### src/rtl/ifetch.sv
// ifetch: request/response instruction fetch with a DEPTH-entry prefetch queue and redirect flush.
// Define IFETCH_STATS_EN to add fetched/discarded/stall counters.
module ifetch #(
  parameter logic [31:0] RESET_ADDR = 32'h0000_0000,
  parameter int DEPTH = 4
) (
  input  logic        i_clk,
  input  logic        i_rst_n,
  output logic        o_imem_req_valid,
  input  logic        i_imem_req_ready,
  output logic [31:0] o_imem_req_addr,
  input  logic        i_imem_rsp_valid,
  input  logic [31:0] i_imem_rsp_data,
  output logic        o_inst_valid,
  input  logic        i_inst_ready,
  output logic [31:0] o_inst,
  output logic [31:0] o_inst_pc,
  output logic        o_inst_trap,
  input  logic        i_redirect,
  input  logic [31:0] i_redirect_pc
`ifdef IFETCH_STATS_EN
  ,
  output logic [31:0] o_stat_fetched,
  output logic [31:0] o_stat_discarded,
  output logic [31:0] o_stat_stall
`endif
);
  localparam int AW = $clog2(DEPTH);
  localparam logic [AW+1:0] CAP = (AW+2)'(DEPTH);
  typedef enum logic {RUN, HALT} state_t;
  state_t state, state_nx;
  logic [31:0] fetch_pc, enq_pc;
  logic [AW:0] outstanding, out_nx, discard, wr_ptr, rd_ptr, occ;
  logic [AW+1:0] load;
  logic [31:0] q_data [DEPTH];
  logic [31:0] q_pc [DEPTH];
  logic [DEPTH-1:0] q_trap;
  logic issue, deq, drop, enq, misal, we;
  assign misal = |i_redirect_pc[1:0];
  assign occ = wr_ptr - rd_ptr;
  assign load = {1'b0, outstanding} + {1'b0, occ};
  assign o_imem_req_valid = i_rst_n && state == RUN && load < CAP;
  assign o_imem_req_addr = fetch_pc;
  assign o_inst_valid = i_rst_n && wr_ptr != rd_ptr;
  assign o_inst = o_inst_valid ? q_data[rd_ptr[AW-1:0]] : 32'h0;
  assign o_inst_pc = o_inst_valid ? q_pc[rd_ptr[AW-1:0]] : 32'h0;
  assign o_inst_trap = o_inst_valid && q_trap[rd_ptr[AW-1:0]];
  assign issue = o_imem_req_valid && i_imem_req_ready;
  assign deq = o_inst_valid && i_inst_ready;
  // a response landing in a redirect cycle belongs to the abandoned path
  assign drop = i_imem_rsp_valid && (i_redirect || discard != '0);
  assign enq = i_imem_rsp_valid && !drop;
  assign out_nx = outstanding + {{AW{1'b0}}, issue} - {{AW{1'b0}}, i_imem_rsp_valid};
  assign we = i_redirect ? misal : enq;
  always_comb begin
    state_nx = state;
    if (i_redirect) state_nx = misal ? HALT : RUN;
  end
  always_ff @(posedge i_clk) begin
    if (!i_rst_n) state <= RUN;
    else state <= state_nx;
  end
  always_ff @(posedge i_clk) begin
    if (!i_rst_n) begin
      fetch_pc <= RESET_ADDR;
      enq_pc <= RESET_ADDR;
      outstanding <= '0;
      discard <= '0;
      wr_ptr <= '0;
      rd_ptr <= '0;
    end else begin
      outstanding <= out_nx;
      if (i_redirect) begin
        discard <= out_nx;
        rd_ptr <= wr_ptr;
        wr_ptr <= misal ? wr_ptr + 1'b1 : wr_ptr;
        fetch_pc <= misal ? fetch_pc : i_redirect_pc;
        enq_pc <= misal ? enq_pc : i_redirect_pc;
      end else begin
        if (issue) fetch_pc <= fetch_pc + 32'd4;
        if (drop) discard <= discard - 1'b1;
        if (enq) wr_ptr <= wr_ptr + 1'b1;
        if (enq) enq_pc <= enq_pc + 32'd4;
        if (deq) rd_ptr <= rd_ptr + 1'b1;
      end
    end
  end
  always_ff @(posedge i_clk) begin
    if (we) begin
      q_data[wr_ptr[AW-1:0]] <= i_redirect ? 32'h0 : i_imem_rsp_data;
      q_pc[wr_ptr[AW-1:0]] <= i_redirect ? i_redirect_pc : enq_pc;
      q_trap[wr_ptr[AW-1:0]] <= i_redirect;
    end
  end
`ifdef IFETCH_STATS_EN
  always_ff @(posedge i_clk) begin
    if (!i_rst_n) begin
      o_stat_fetched <= '0;
      o_stat_discarded <= '0;
      o_stat_stall <= '0;
    end else begin
      o_stat_fetched <= o_stat_fetched + {31'b0, enq};
      o_stat_discarded <= o_stat_discarded + {31'b0, drop};
      o_stat_stall <= o_stat_stall + {31'b0, state == RUN && !o_inst_valid};
    end
  end
`endif
endmodule

### config.mk
export PLATFORM = sky130hd
export DESIGN_NAME = ifetch
export DESIGN_NICKNAME = d
export VERILOG_FILES = /design/src/rtl/ifetch.sv
export SDC_FILE = /design/constraint.sdc
export NUM_CORES = 1
export LEC_CHECK = 0
export ABC_AREA = 1
export BUFFER_PORTS_ARGS = -buffer_cell sky130_fd_sc_hd__buf_2
export CAP_MARGIN = 30
export CELL_PAD_IN_SITES_DETAIL_PLACEMENT = 0
export CELL_PAD_IN_SITES_GLOBAL_PLACEMENT = 2
export CORE_AREA = 2 2 250 178
export DETAILED_ROUTE_END_ITERATION = 8
export DIE_AREA = 0 0 252 180
export PLACE_DENSITY_LB_ADDON = 0.25
export REMOVE_ABC_BUFFERS = 1
export SETUP_SLACK_MARGIN = 0.4
export SLEW_MARGIN = 25
export SYNTH_ARGS = -nofsm -noshare
export SYNTH_HDL_FRONTEND = slang
export SYNTH_SLANG_ARGS = --single-unit
### constraint.sdc
create_clock -name i_clk -period 5.7 [get_ports i_clk]
set_input_delay 1.14 -clock i_clk [delete_from_list [all_inputs] [get_ports i_clk]]
set_output_delay 1.14 -clock i_clk [all_outputs]
set_load 0.005 [all_outputs]
## Word-level counts from Yosys, hierarchy flattened

Memory sizes are Yosys's and may differ from the RTL's. A register that Yosys moved wholly into a read port is not among the register bits.
Cells that the tools add are included.

- Output and inout port bits: 99
- Logic and storage cells: 76
- Input port bits: 70
- Register bits: 81
- Memories kept: 2
- Memory bits (writable): 256

- Reduce and logical (&&, ||, !) cells: 20
- $lt $le $gt $ge: 4
- Add/sub/neg operators: 9
- Multiplexer cells: 29
- Bitwise gates (word level): 1
- Eq/ne operators: 3

Memories:

| name | words | bits a word | rd ports | clocked after memory_dff | wr ports | RTL line | RTL |
|---|---|---|---|---|---|---|---|
| q_data | 4 | 32 | 1 | 1 | 1 | 35 | `logic [31:0] q_data [DEPTH];` |
| q_pc | 4 | 32 | 1 | 1 | 1 | 36 | `logic [31:0] q_pc [DEPTH];` |

Operators by type and width:

| operator | count |
|---|---|
| 32-bit 2-to-1 mux | 9 |
| 32-bit by 3-bit adder with 32-bit output, second input constant | 2 |
| 3-bit 2-to-1 mux | 7 |
| 1-bit logical AND | 9 |
| 2-bit 2-to-1 mux | 4 |
| 2-bit nonzero test | 4 |
| 3-bit by 1-bit adder with 3-bit output, second input constant | 2 |
| 2-bit by 3-bit < comparator with 1-bit output, second input constant | 2 |
| 1-bit 2-to-1 mux | 6 |
| 2-bit AND reduction | 3 |
| 3-bit by 3-bit adder with 4-bit output | 1 |
| 4-bit bitwise mux | 1 |
| 4-bit by 3-bit < comparator with 1-bit output, second input constant | 1 |
| 3-bit by 1-bit adder with 3-bit output | 1 |
| 3-bit inequality test | 1 |
| 3-bit nonzero test | 1 |
| 3-bit by 1-bit subtractor with 3-bit output | 1 |
| 3-bit by 1-bit subtractor with 3-bit output, second input constant | 1 |
| 3-bit subtractor | 1 |
| 1-bit binary-select mux with 2-bit select | 1 |
| 1-bit demux with 2-bit select | 1 |
| 2-bit by 1-bit greater-or-equal comparator with 1-bit output, second input constant | 1 |
| 2-bit by 1-bit inequality test with 1-bit output, second input constant | 1 |
| 2-bit inequality test, second input constant | 1 |
| 4 further kinds | 4 |

## Longest topological paths before layout

- Depth in word-level cells: 8
- Mapped depth: 19
- Mapped depth without buffers: 19

## Least setup slack after synthesis

OpenSTA, ideal clock, no wires.

- Path type: input port to flip-flop
- Start: in i_redirect
- End: mem q_data[0][0], enable pin
- Data required time: 5211 ps
- Slack: 804 ps
- Cell stages on the path: 8
- Arrival time: 4408 ps
- Cells stage by stage: buf_6 > inv_6 > nand2_1 > nor2_1 > nand2_1 > nand2_1 > inv_2 > nor2_1

- Cells in the longest elaborated chain, start to end: 7

RTL lines:

| item | RTL line | RTL |
|---|---|---|
| from (decl) | 19 | `input logic i_redirect,` |
| 1-bit logical OR | 51 | `assign drop = i_imem_rsp_valid && (i_redirect \|\| discard != '0);` |
| 1-bit logical AND | 51 |  |
| 1-bit zero test | 52 | `assign enq = i_imem_rsp_valid && !drop;` |
| 1-bit logical AND | 52 |  |
| 1-bit 2-to-1 mux (*) | 54 | `assign we = i_redirect ? misal : enq;` |
| 1-bit 2-to-1 mux (*) | 89 | `if (we) begin` |
| 1-bit 2-to-1 mux (*) | 90 | `q_data[wr_ptr[AW-1:0]] <= i_redirect ? 32'h0 : i_imem_rsp_data;` |
| to (decl) | 35 |  |

Every way passes the cells marked *; elsewhere a longest branch is shown, timed or not.

==> metrics.md <==
| Metric | Value |
|---|---|
| Worst hold slack after final layout | `0.429 ns` |
| Predominant post-synthesis flop cell | `sky130_fd_sc_hd__edfxtp_1` |
| Crit path top cell by count | `sky130_fd_sc_hd__nor2_1` |
| Count of pins on the block boundary | `169` |
| Crit path kind | `reg -> out` |
| Fraction of layout instances using a drive strength above 1 | `0.153` |
| Overflow left after global routing | `0` |
| Total Nets Final | `1,959` |
| Number of flops mapped to enable cells by yosys | `260` |
| Required time at the worst-slack endpoint | `4.56 ns` |
| Total number of vias | `11,900` |
| Global-route wire length before repair | `67.3 mm` |
| Count of TritonRoute iterations in the first routing pass | `5` |
| Overall die width | `252 um` |
| Die extent in y | `180 um` |
| Period minus WS final | `4.07 ns` |
| Max clock buf depth | `3` |
| Drt total wl | `43.5 mm` |
| Iter 0 DRT Violations | `753` |
| Transition time at the pin with the least slew margin | `0.978 ns` |
| Fin crit share | `0.714` |
| Max Freq | `0.246 GHz` |
| Number of cells upsized or downsized after cts | `0` |
| Clk Tree Root Cell | `sky130_fd_sc_hd__clkbuf_16` |
| Post-synthesis cell area | `15,800 um2` |
| Cell count after synthesis | `1,732` |
| Final number of max-transition violations | `0` |
| Run status | `finished clean` |
| Yosys warnings | `0` |
| Port bufs | `168` |
| Final count of negative-setup-slack endpoints | `0` |
| Final Wtd Congestion | `0.795` |
| Number of buffers added for setup after CTS | `0` |
| Average wire length per cell after detail routing | `17.7 um` |
| Number of distinct standard cells referenced by the synthesized netlist | `44` |
| Synth area leaders | `sky130_fd_sc_hd__edfxtp_1, sky130_fd_sc_hd__dfxtp_1, sky130_fd_sc_hd__nor2_1` |
| Number of buffers inserted during clock tree synthesis | `37` |
| Most area-hungry cell type in the Yosys netlist | `sky130_fd_sc_hd__edfxtp_1` |
| Antenna diode count | `0` |
| Worst ir drop on vdd | `187 uV` |
| Layer with the highest usage | `met2` |
| Met1 GRT Util | `0.288` |
| Critical path launch point type | `register` |
| GR met2 Demand/Resource | `0.293` |
| Estimated wirelength of the detail-placed design | `28.4 mm` |
| Die footprint | `45,400 um2` |
| Starting utilization of the core area | `0.367` |
| RSZ-0062 raised after global routing | `no` |
| DRC violation count after routing | `0` |
| Largest net degree at the start of global routing | `75` |
| Number of sinks on the clock net | `339` |
| Yosys reg bits | `339` |
| Max incr delay on CP | `0.77 ns` |
| Max-cap viol count | `0` |
| Setup TNS | `0 ns` |
| Leak Pwr | `7.28 nW` |
| Endpoint type of the worst setup path | `output pin` |
| Standard-cell row count | `64` |
| Slew Limit Headroom | `0.341` |
| Total core area | `43,100 um2` |
| Global-route usage over all layers | `0.192` |
| Later-pin clock latency in the skew report | `0.55 ns` |
| Post-route clock skew | `0.0263 ns` |
| Area Overhead vs Synth | `16.0%` |
| Final Hold Fails | `0` |
| Post-Synthesis Mean Instance Area | `9.12 um2` |
| Via count normalized by instance count | `4.85` |
| Critical path cell sequence | `buf_4 -> nor2_1 -> nor2_1 -> o21ai_0 -> a21oi_1 -> buf_2` |
| Post-layout total power | `6.58 mW` |
| Type of the tightest min-delay check | `reg -> reg` |
| Fraction of the yosys area taken by sequential cells | `0.594` |
| TritonCTS clock tree | `built` |
| Clock transition at the registers of the reported paths | `0.06 ns` |
| Area share of the largest cell type after synthesis | `0.494` |
| Share of flip-flops with an asynchronous set or reset after synthesis | `0` |
| Hold-fix buffers at CTS | `0` |
| Number of antenna violations at the first check in global routing | `0` |
| Maximum level of the CTS H-tree | `2` |
| Via count of the first global-routing pass | `11,500` |
| Biggest fanout along the worst timing path | `74` |
| Pwr Density | `359 nW/um2` |
| Global routing usage on met3 | `0.0268` |
| Remaining antenna violation count after routing | `0` |
| Worst path slowest cell | `sky130_fd_sc_hd__buf_4` |
| Data arrival time at the worst-slack endpoint | `2.93 ns` |
per-layer routing:
layer,up-vias,share of wire
li1,6055,-
met1,5593,0.50
met2,237,0.44
met3,48,0.044
met4,0,0.017
met5,-,0
sequential cells by signal, summed over array words and instances, names as in the netlist, named ones only:
signal and cells:
outstanding 3, q_trap 4, q_pc 128, state 1
q_data 128, rd_ptr 3, o_imem_req_addr 32, enq_pc 32
discard 3, wr_ptr 3
worst max-delay path, delay by kind of cell (launching register included):
kind | cells | cell delay (ns)
flops | 1 | 0.74
compound gates | 2 | 0.46
simple gates | 2 | 0.23
buf+inv | 2 | 0.91
worst paths after layout:
kind,startpoint,endpoint,slack (ns),depth (start not counted)
max,register,o_inst_pc[13],1.63,6
min,o_imem_req_addr[0],o_imem_req_addr[0],0.43,2
max reg2reg,wr_ptr[0],discard[2],2.08,19
min reg2reg,o_imem_req_addr[0],o_imem_req_addr[0],0.43,2
stage by stage:
step,instance area [um2],worst slack (ns),instances,utilization
floorplan,15300,0.418,1647,-
global placement,17100,1.85,2393,0.397
detailed placement,17100,1.90,2394,0.397
CTS,18300,1.54,2461,0.425
global route,18300,1.35,2461,0.425
finish,18300,1.63,2461,0.425
area by class of cell:
cell class	count	area (um2)
Clock inverter	21	233
Multi-Input combinational cell	1152	5380
Timing Repair Buffer	186	1040
Inverter	156	597
Clock buffer	46	981
Sequential cell	339	9390
Tap cell	561	702
Fill cell	4264	24800
where the power goes:
| part | internal [mW] | total (mW) | switching, mW |
|---|---|---|---|
| Combinational | 0.375 | 1.12 | 0.747 |
| Clock | 1.42 | 2.41 | 0.991 |
| Sequential | 2.91 | 3.05 | 0.141 |
| Total | 4.70 | 6.58 | 1.88 |
cells in the mapped netlist (all sizes together), types with 2 or more instances:
| master | number |
|---|---|
| nand2 | 254 |
| fa | 2 |
| inv | 155 |
| o21ai | 236 |
| o22ai | 3 |
| a31oi | 5 |
| o211ai | 4 |
| nor3 | 11 |
| buf | 59 |
| nor2 | 414 |
| nand4 | 6 |
| or2 | 5 |
| dfxtp | 79 |
| nand3b | 7 |
| xnor2 | 3 |
| a21oi | 114 |
| edfxtp | 260 |
| nand3 | 56 |
| ha | 15 |
| clkbuf | 26 |
| o21bai | 7 |
| xor2 | 6 |
logic make-up (layout without fill, tap and decap cells):
group                      after synthesis  count (layout)  share of synthesized area
and+or+nand+nor                        754             754                      0.198
AOI/OAI and AO/OA                      372             372                      0.121
DFF                                    339             339                      0.594
buffers and inverters                  241             409                     0.0672
adders and majority gates               17              17                     0.0144
xor gates and xnor gates                 9               9                    0.00499
cells in the final DEF (no fill, tap or decap), types with 3 or more instances in the layout:
cell                        synthesis  final
sky130_fd_sc_hd__a21oi_1          114    114
sky130_fd_sc_hd__a31oi_1            4      4
sky130_fd_sc_hd__buf_12             0      5
sky130_fd_sc_hd__buf_2             30    167
sky130_fd_sc_hd__buf_4              5     14
sky130_fd_sc_hd__bufinv_16          0      4
sky130_fd_sc_hd__clkbuf_1          26      8
sky130_fd_sc_hd__clkbuf_16          0     38
sky130_fd_sc_hd__clkinv_1           0      6
sky130_fd_sc_hd__clkinv_2           0      7
sky130_fd_sc_hd__dfxtp_1           79     77
sky130_fd_sc_hd__edfxtp_1         260    260
sky130_fd_sc_hd__ha_1              15     15
sky130_fd_sc_hd__inv_1            141    141
sky130_fd_sc_hd__inv_2             13     12
sky130_fd_sc_hd__nand2_1          246    246
sky130_fd_sc_hd__nand2_2            7      7
sky130_fd_sc_hd__nand3_1           53     53
sky130_fd_sc_hd__nand3b_1           7      7
sky130_fd_sc_hd__nand4_1            6      6
sky130_fd_sc_hd__nor2_1           401    398
sky130_fd_sc_hd__nor2_2             5      4
sky130_fd_sc_hd__nor2_4             7     11
sky130_fd_sc_hd__nor3_1             8      8
sky130_fd_sc_hd__o211ai_1           4      4
sky130_fd_sc_hd__o21ai_0          207    207
sky130_fd_sc_hd__o21ai_1           29     29
sky130_fd_sc_hd__o21bai_1           7      7
sky130_fd_sc_hd__o22ai_1            3      3
sky130_fd_sc_hd__or2_2              3      3
sky130_fd_sc_hd__xnor2_1            3      3
sky130_fd_sc_hd__xor2_1             6      6
No activity file was read; power rests on OpenSTA's default activity.
